`config.mk`:
```
export PLATFORM = sky130hd
export DESIGN_NAME = cp0_regfile
export DESIGN_NICKNAME = d
export VERILOG_FILES = /design/src/rtl/cp0_regfile.sv
export SDC_FILE = /design/constraint.sdc
export NUM_CORES = 1
export LEC_CHECK = 0
export ABC_CLOCK_PERIOD_IN_PS = 4500
export BUFFER_PORTS_ARGS = -buffer_cell sky130_fd_sc_hd__buf_2
export CAP_MARGIN = 10
export CELL_PAD_IN_SITES_DETAIL_PLACEMENT = 1
export CELL_PAD_IN_SITES_GLOBAL_PLACEMENT = 2
export CORE_MARGIN = 5
export CORE_UTILIZATION = 30
export CTS_BUF_LIST = sky130_fd_sc_hd__clkbuf_4
export DETAILED_ROUTE_END_ITERATION = 16
export GPL_ROUTABILITY_DRIVEN = 0
export MAX_ROUTING_LAYER = met4
export PLACE_DENSITY = 0.88
export SYNTH_ARGS = -nofsm -noshare
export SYNTH_HDL_FRONTEND = slang
export SYNTH_SLANG_ARGS = --single-unit
```
`constraint.sdc`:
```
create_clock -name clk -period 4.5 [get_ports clk]
set_input_delay 0.675 -clock clk [delete_from_list [all_inputs] [get_ports clk]]
set_output_delay 0.675 -clock clk [all_outputs]
set_load 0.01 [all_outputs]
```
`src/rtl/cp0_regfile.sv`:
```
// CP0 register file: BadVAddr, Count, Compare, Status, Cause, EPC with exception/ERET update.
// Optional Count/Compare timer interrupt enabled by defining CP0_TIMER_INT_EN.
module cp0_regfile #(
    parameter logic [31:0] STATUS_RST = 32'h0040_0000
) (
    input  logic        clk,
    input  logic        rst,
    input  logic        we_i,
    input  logic [4:0]  waddr_i,
    input  logic [31:0] wdata_i,
    input  logic [4:0]  raddr_i,
    output logic [31:0] rdata_o,
    input  logic [5:0]  int_i,
    input  logic        is_except_i,
    input  logic [31:0] except_type_i,
    input  logic [31:0] pc_i,
    input  logic        in_delayslot_i,
    input  logic [31:0] bad_addr_i,
    output logic [31:0] status_o,
    output logic [31:0] cause_o,
    output logic [31:0] epc_o,
    output logic        timer_int_o
);
    localparam logic [31:0] STATUS_WMASK = 32'h0000_FF03;

    logic [31:0] status_q, status_d;
    logic [31:0] cause_q, cause_d;
    logic [31:0] epc_q, epc_d;
    logic [31:0] badv_q, badv_d;
    logic [31:0] count_q, count_d;
    logic [31:0] compare_q, compare_d;
    logic        tog_q, tog_d;
    logic        exc_known, exc_eret, exc_addr;
    logic [4:0]  exc_code;

    always_comb begin
        exc_known = 1'b0;
        exc_eret  = 1'b0;
        case (except_type_i)
            32'h1, 32'h4, 32'h5, 32'h8,
            32'h9, 32'hA, 32'hC: exc_known = 1'b1;
            32'hE:               exc_eret  = 1'b1;
            default: ;
        endcase
    end

    assign exc_addr = (except_type_i == 32'h4) || (except_type_i == 32'h5);
    // Interrupt cause is reported as ExcCode 0
    assign exc_code = (except_type_i == 32'h1) ? 5'd0 : except_type_i[4:0];

    always_comb begin
        status_d  = status_q;
        cause_d   = cause_q;
        epc_d     = epc_q;
        badv_d    = badv_q;
        compare_d = compare_q;
        tog_d     = ~tog_q;
        count_d   = tog_q ? count_q + 32'd1 : count_q;
        cause_d[15:10] = {int_i[5] | timer_int_o, int_i[4:0]};
        if (is_except_i) begin
            if (exc_eret) begin
                status_d[1] = 1'b0;
            end else if (exc_known) begin
                if (!status_q[1]) begin
                    epc_d       = in_delayslot_i ? pc_i - 32'd4 : pc_i;
                    cause_d[31] = in_delayslot_i;
                    status_d[1] = 1'b1;
                end
                cause_d[6:2] = exc_code;
                if (exc_addr) badv_d = bad_addr_i;
            end
        end else if (we_i) begin
            case (waddr_i)
                5'd9: begin
                    count_d = wdata_i;
                    tog_d   = 1'b0;
                end
                5'd11: compare_d = wdata_i;
                5'd12: status_d = (status_q & ~STATUS_WMASK) | (wdata_i & STATUS_WMASK);
                5'd13: cause_d[9:8] = wdata_i[9:8];
                5'd14: epc_d = wdata_i;
                default: ;
            endcase
        end
    end

    always_ff @(posedge clk) begin
        if (rst) begin
            status_q  <= STATUS_RST;
            cause_q   <= '0;
            epc_q     <= '0;
            badv_q    <= '0;
            count_q   <= '0;
            compare_q <= '0;
            tog_q     <= 1'b0;
        end else begin
            status_q  <= status_d;
            cause_q   <= cause_d;
            epc_q     <= epc_d;
            badv_q    <= badv_d;
            count_q   <= count_d;
            compare_q <= compare_d;
            tog_q     <= tog_d;
        end
    end

`ifdef CP0_TIMER_INT_EN
    logic timer_q;
    logic cmp_wr;
    assign cmp_wr = we_i && !is_except_i && (waddr_i == 5'd11);
    always_ff @(posedge clk) begin
        if (rst) begin
            timer_q <= 1'b0;
        end else if (cmp_wr) begin
            timer_q <= 1'b0;
        end else if ((count_q == compare_q) && (compare_q != 32'd0)) begin
            timer_q <= 1'b1;
        end
    end
    assign timer_int_o = timer_q;
`else
    assign timer_int_o = 1'b0;
`endif

    always_comb begin
        case (raddr_i)
            5'd8:    rdata_o = badv_q;
            5'd9:    rdata_o = count_q;
            5'd11:   rdata_o = compare_q;
            5'd12:   rdata_o = status_q;
            5'd13:   rdata_o = cause_q;
            5'd14:   rdata_o = epc_q;
            default: rdata_o = 32'd0;
        endcase
    end

    assign status_o = status_q;
    assign cause_o  = cause_q;
    assign epc_o    = epc_q;
endmodule

```
* Word level (Yosys, flattened, before mapping) *
Index checks and enable logic that the tools add are counted.

storage, ports and cells
  memories = 0
  logic and storage cells = 77
  bits in latches = 0
  register bits = 175
  output and inout port bits = 129
  bits in read-only memories = 0
  RAM bits = 0

operators by class
  add/sub/neg operators = 2
  bitwise logic cells = 5
  order comparisons = 0
  reduce and logical (&&, ||, !) cells = 13
  multipliers = 0
  shifts and indexed selects = 0
  equality and inequality tests = 23
  div/mod/pow operators = 0
  multiplexer cells = 23

operators by type and width
  operator                                                                count
  32-bit two-way mux                                                      11
  32-bit case mux with 6 select lines                                     1
  32-bit by 4-bit equality test with 1-bit output, second input constant  5
  32-bit by 3-bit equality test with 1-bit output, second input constant  2
  5-bit by 4-bit equality test with 1-bit output, second input constant   11
  32-bit by 1-bit adder with 32-bit output, second input constant         1
  32-bit by 1-bit equality test with 1-bit output, second input constant  1
  32-bit by 16-bit bitwise OR with 32-bit output                          1
  32-bit by 3-bit subtractor with 32-bit output, second input constant    1
  3-bit AND reduction                                                     5
  1-bit two-way mux                                                       8
  4-bit AND reduction                                                     2
  7-bit OR reduction                                                      1
  2-bit nonzero test                                                      3
  5-bit two-way mux                                                       1
  5-bit AND reduction                                                     1
  2-bit two-way mux                                                       2
  2-bit != test, second input constant                                    2
  1-bit NOT                                                               4
  3-bit by 1-bit != test with 1-bit output, second input constant         1
  2-bit by 1-bit != test with 1-bit output, second input constant         1
  1-bit logical OR                                                        1

* Logic depth before layout (Yosys ltp) *
  depth after elaboration = 6
  mapped depth = 9
  gate-level depth less buffers = 8

* Worst setup path before layout *
OpenSTA, ideal clock, no wires.

  path kind = input -> output
  start = input raddr_i[2]
  end = output rdata_o[15]
  arrival time = 2.041 ns
  path buffers = 1
  stages on the path = 5
  setup slack = 1.784 ns
  required time = 3.825 ns
  cells stage by stage = or3b_2 -> nor3_1 -> clkbuf_1 -> a22oi_1 -> nand3_1

on the way
  word-level cells in the longest chain between the ends = 2
  elaborated cells on any way between the ends = 7
  those cells by class = 6 x eq/ne; 1 x mux

RTL lines
  what                                            line  text
  from (decl)                                     11    input logic [4:0] raddr_i,
  5-bit by 4-bit equality test with 1-bit output  126   case (raddr_i)
  32-bit case mux with 6 select lines (*)         126
  to (decl)                                       12    output logic [31:0] rdata_o,

Mark *: on every way between the ends. The rest lies on a longest branch, timed or not.

* Final worst setup path *
Same ends and word-level chain as after synthesis.

==> flow_summary.json <==
{
  "syn_to_final_growth_pct": 19.66,
  "drtPass1Iterations": 7,
  "p_int_w": 0.001782,
  "synth_edf_count": 0,
  "status": "completed",
  "routed_wirelength_mm": 32.39,
  "synth_seq_area_share": 0.3763,
  "vias": 8200,
  "antenna_found_initial": 5,
  "synth_seq_cells": 153,
  "hold_violations": 0,
  "drive_gt1_frac": 0.2516,
  "finClkSkew_ps": 21.01,
  "synth.area.mux_share": 0.02460,
  "crit_path_max_fanout": 16,
  "timing.fmax_mhz": 288.5,
  "grt_pass1_wl_mm": 48.67,
  "synth_warnings": 0,
  "yosysTopAreaCell": "dfxtp_1",
  "p_sw_w": 0.0007880,
  "fillerInstances": 3329,
  "grt_setup_unrepaired": "false",
  "slew_violations": 0,
  "setup_viol": 0,
  "grt_overflow": 0,
  "power_frac_clock": 0.341,
  "cts_tree": "done",
  "rows": 60,
  "p_sw_frac": 0.3066,
  "synth_compound_area_frac": 0.2025,
  "power.density_nw_per_um2": 263.9,
  "portBuffers": 236,
  "start_util": 0.3037,
  "synth_area_leaders": "dfxtp_1 38%, nand2_1 9.5%, a21oi_1 5.8%, a22oi_1 5.7%, nor2_1 4.4%",
  "synth.top_cell.area_share": 0.3763,
  "multiInputGateArea_um2": 4616,
  "end_kind": "output port",
  "hold_path.class": "in2reg",
  "io_pins": 278,
  "worst_pin_slew_ps": 1164,
  "netlist_area_um2": 8139,
  "maxCapViolCount": 0,
  "grt_pass1_vias": 8238,
  "drcViolationCount": 0,
  "grt_max_degree": 103,
  "cellLeakagePower_nw": 3.915,
  "synth_async_sr_flop_share": 0,
  "wl_per_cell_um": 20.47,
  "synth_ff_type": "dfxtp_1",
  "numCtsBuffers": 17,
  "vdd_drop_max_mv": 0.1165,
  "viasPerCell": 5.183,
  "cp-start-kind": "input port",
  "synthTopCellsByCount": "207 x nand2_1, 153 x dfxtp_1, 96 x nor2_1, 95 x a21oi_1, 62 x a22oi_1",
  "die_w_um": 174.7,
  "cts_setup_buffers": 0,
  "period_share": 0.7703,
  "comb_power_share": 0.114,
  "core_um2": 26800,
  "drt_first_iter_violations": 556,
  "fin_nets": 1374,
  "hold_buffers": 0,
  "final_cells": 1582,
  "place_inst": 1545,
  "synth_top_family_by_area": "simple AND/OR/NAND/NOR gates",
  "cp.arrival_ps": 2790,
  "ant_nets": 0,
  "clock-sinks": 153,
  "worst-setup-path-type": "in2out",
  "clk_path_buf_depth": 2,
  "period_minus_slack_ps": 3466,
  "synth_most_common_cell": "nand2_1",
  "regArea_um2": 3063,
  "syn_inst": 1027,
  "synthAdderAreaFrac": 0.003075,
  "dieArea_um2": 30520,
  "cp.required_ps": 3830,
  "synth_cell_types": 57,
  "h-tree-depth": 4,
  "tns_ps": 0,
  "avgSynthCellArea_um2": 7.925,
  "synth_xor_area_frac": 0.06241,
  "synth-simple-area-share": 0.2507,
  "grt.total_usage": 0.2094,
  "die_y_um": 174.7,
  "sequentialPowerShare": 0.546,
  "post_cts_resized": 0,
  "slew_headroom": 0.2243,
  "dp_hpwl_mm": 24.82,
  "clockRootBuffer": "clkbuf_4",
  "worstSkewPairLatency_ps": 580,
  "clk_transition_reported_paths_ps": 150
}
## state kept, by name, indices dropped and copies added, names as in the netlist
name       count
count_q       32
status_o      10
tog_q          1
compare_q     32
cause_o       14
badv_q        32
epc_o         32
## layout make-up
class                      instances  share of cell area
timing repair buffer             251              0.1344
inverter                           8            0.003083
clock inverter                    15             0.01593
sequential                       153              0.3145
clock buffer                      17             0.01310
antenna                            5            0.001285
multi-input combinational        792              0.4739
tap                              341             0.04381
## metrics by stage
stage,total power [W],hold slack [ps],utilization,worst slack [ps],instance area (um^2)
after floorplan,0.001585,431.2,-,1784,8285
after global placement,0.001717,438.9,0.3524,1088,9444
after detailed placement,0.001721,446.4,0.3524,1078,9444
after CTS,0.002587,254.4,0.3629,1073,9727
after global routing,0.002680,259.7,0.3634,993.2,9739
final,0.002570,290.4,0.3634,1034,9739
## final timing paths
kind | startpoint | endpoint | slack [ps] | cells past startpoint
setup reg to reg | count_q[10] | count_q[29] | 2150 | 6
hold reg to reg | compare_q[12] | compare_q[12] | 460 | 2
setup / recovery | raddr_i[2] | rdata_o[15] | 1030 | 7
hold / removal | int_i[0] | cause_o[10] | 290 | 2
## cell families (layout without fill, tap and decap cells)
kind of cell / after synthesis / in the layout
adders and majority gates: 2 / 2
buffers and inverters: 121 / 291
muxes: 20 / 20
AOI/OAI and AO/OA: 241 / 241
xor gates and xnor gates: 58 / 58
DFF: 153 / 153
and+or+nand+nor: 430 / 430
other: 2 / 46
## power groups by stage
stage / logic, W / registers [W] / clock network [W]
4_1_cts: 0.000291 / 0.00140 / 0.000894
6_report: 0.000292 / 0.00140 / 0.000875
5_1_grt: 0.000319 / 0.00141 / 0.000956
3_5_place_dp: 0.000290 / 0.00143 / 0
2_1_floorplan: 0.000158 / 0.00143 / 0
3_3_place_gp: 0.000286 / 0.00143 / 0
## layout by cell type, fill, tap and decap left out, drive strengths merged, types with 20 or more instances in the layout
master / n
buf: 251
nand2: 207
dfxtp: 153
nor2: 97
a21oi: 96
a22oi: 62
conb: 41
a211oi: 34
xor2: 33
nand3: 26
xnor2: 25
mux2i: 20
## worst max-delay path: stages
cell	delay (ps)
buf_2	100
or3b_2	530
nor2_2	680
buf_4	330
a22oi_1	100
nand3_1	200
buf_2	170
## per-layer routing
| metal | vias up | track usage | part of all wire |
|---|---|---|---|
| li1 | 3946 | - | - |
| met1 | 3962 | 0.2830 | 0.47 |
| met2 | 262 | 0.3233 | 0.46 |
| met3 | 30 | 0.04024 | 0.059 |
| met4 | 0 | 0.05434 | 0.015 |
| met5 | - | - | 0 |
(Power assumes the default switching activity.)
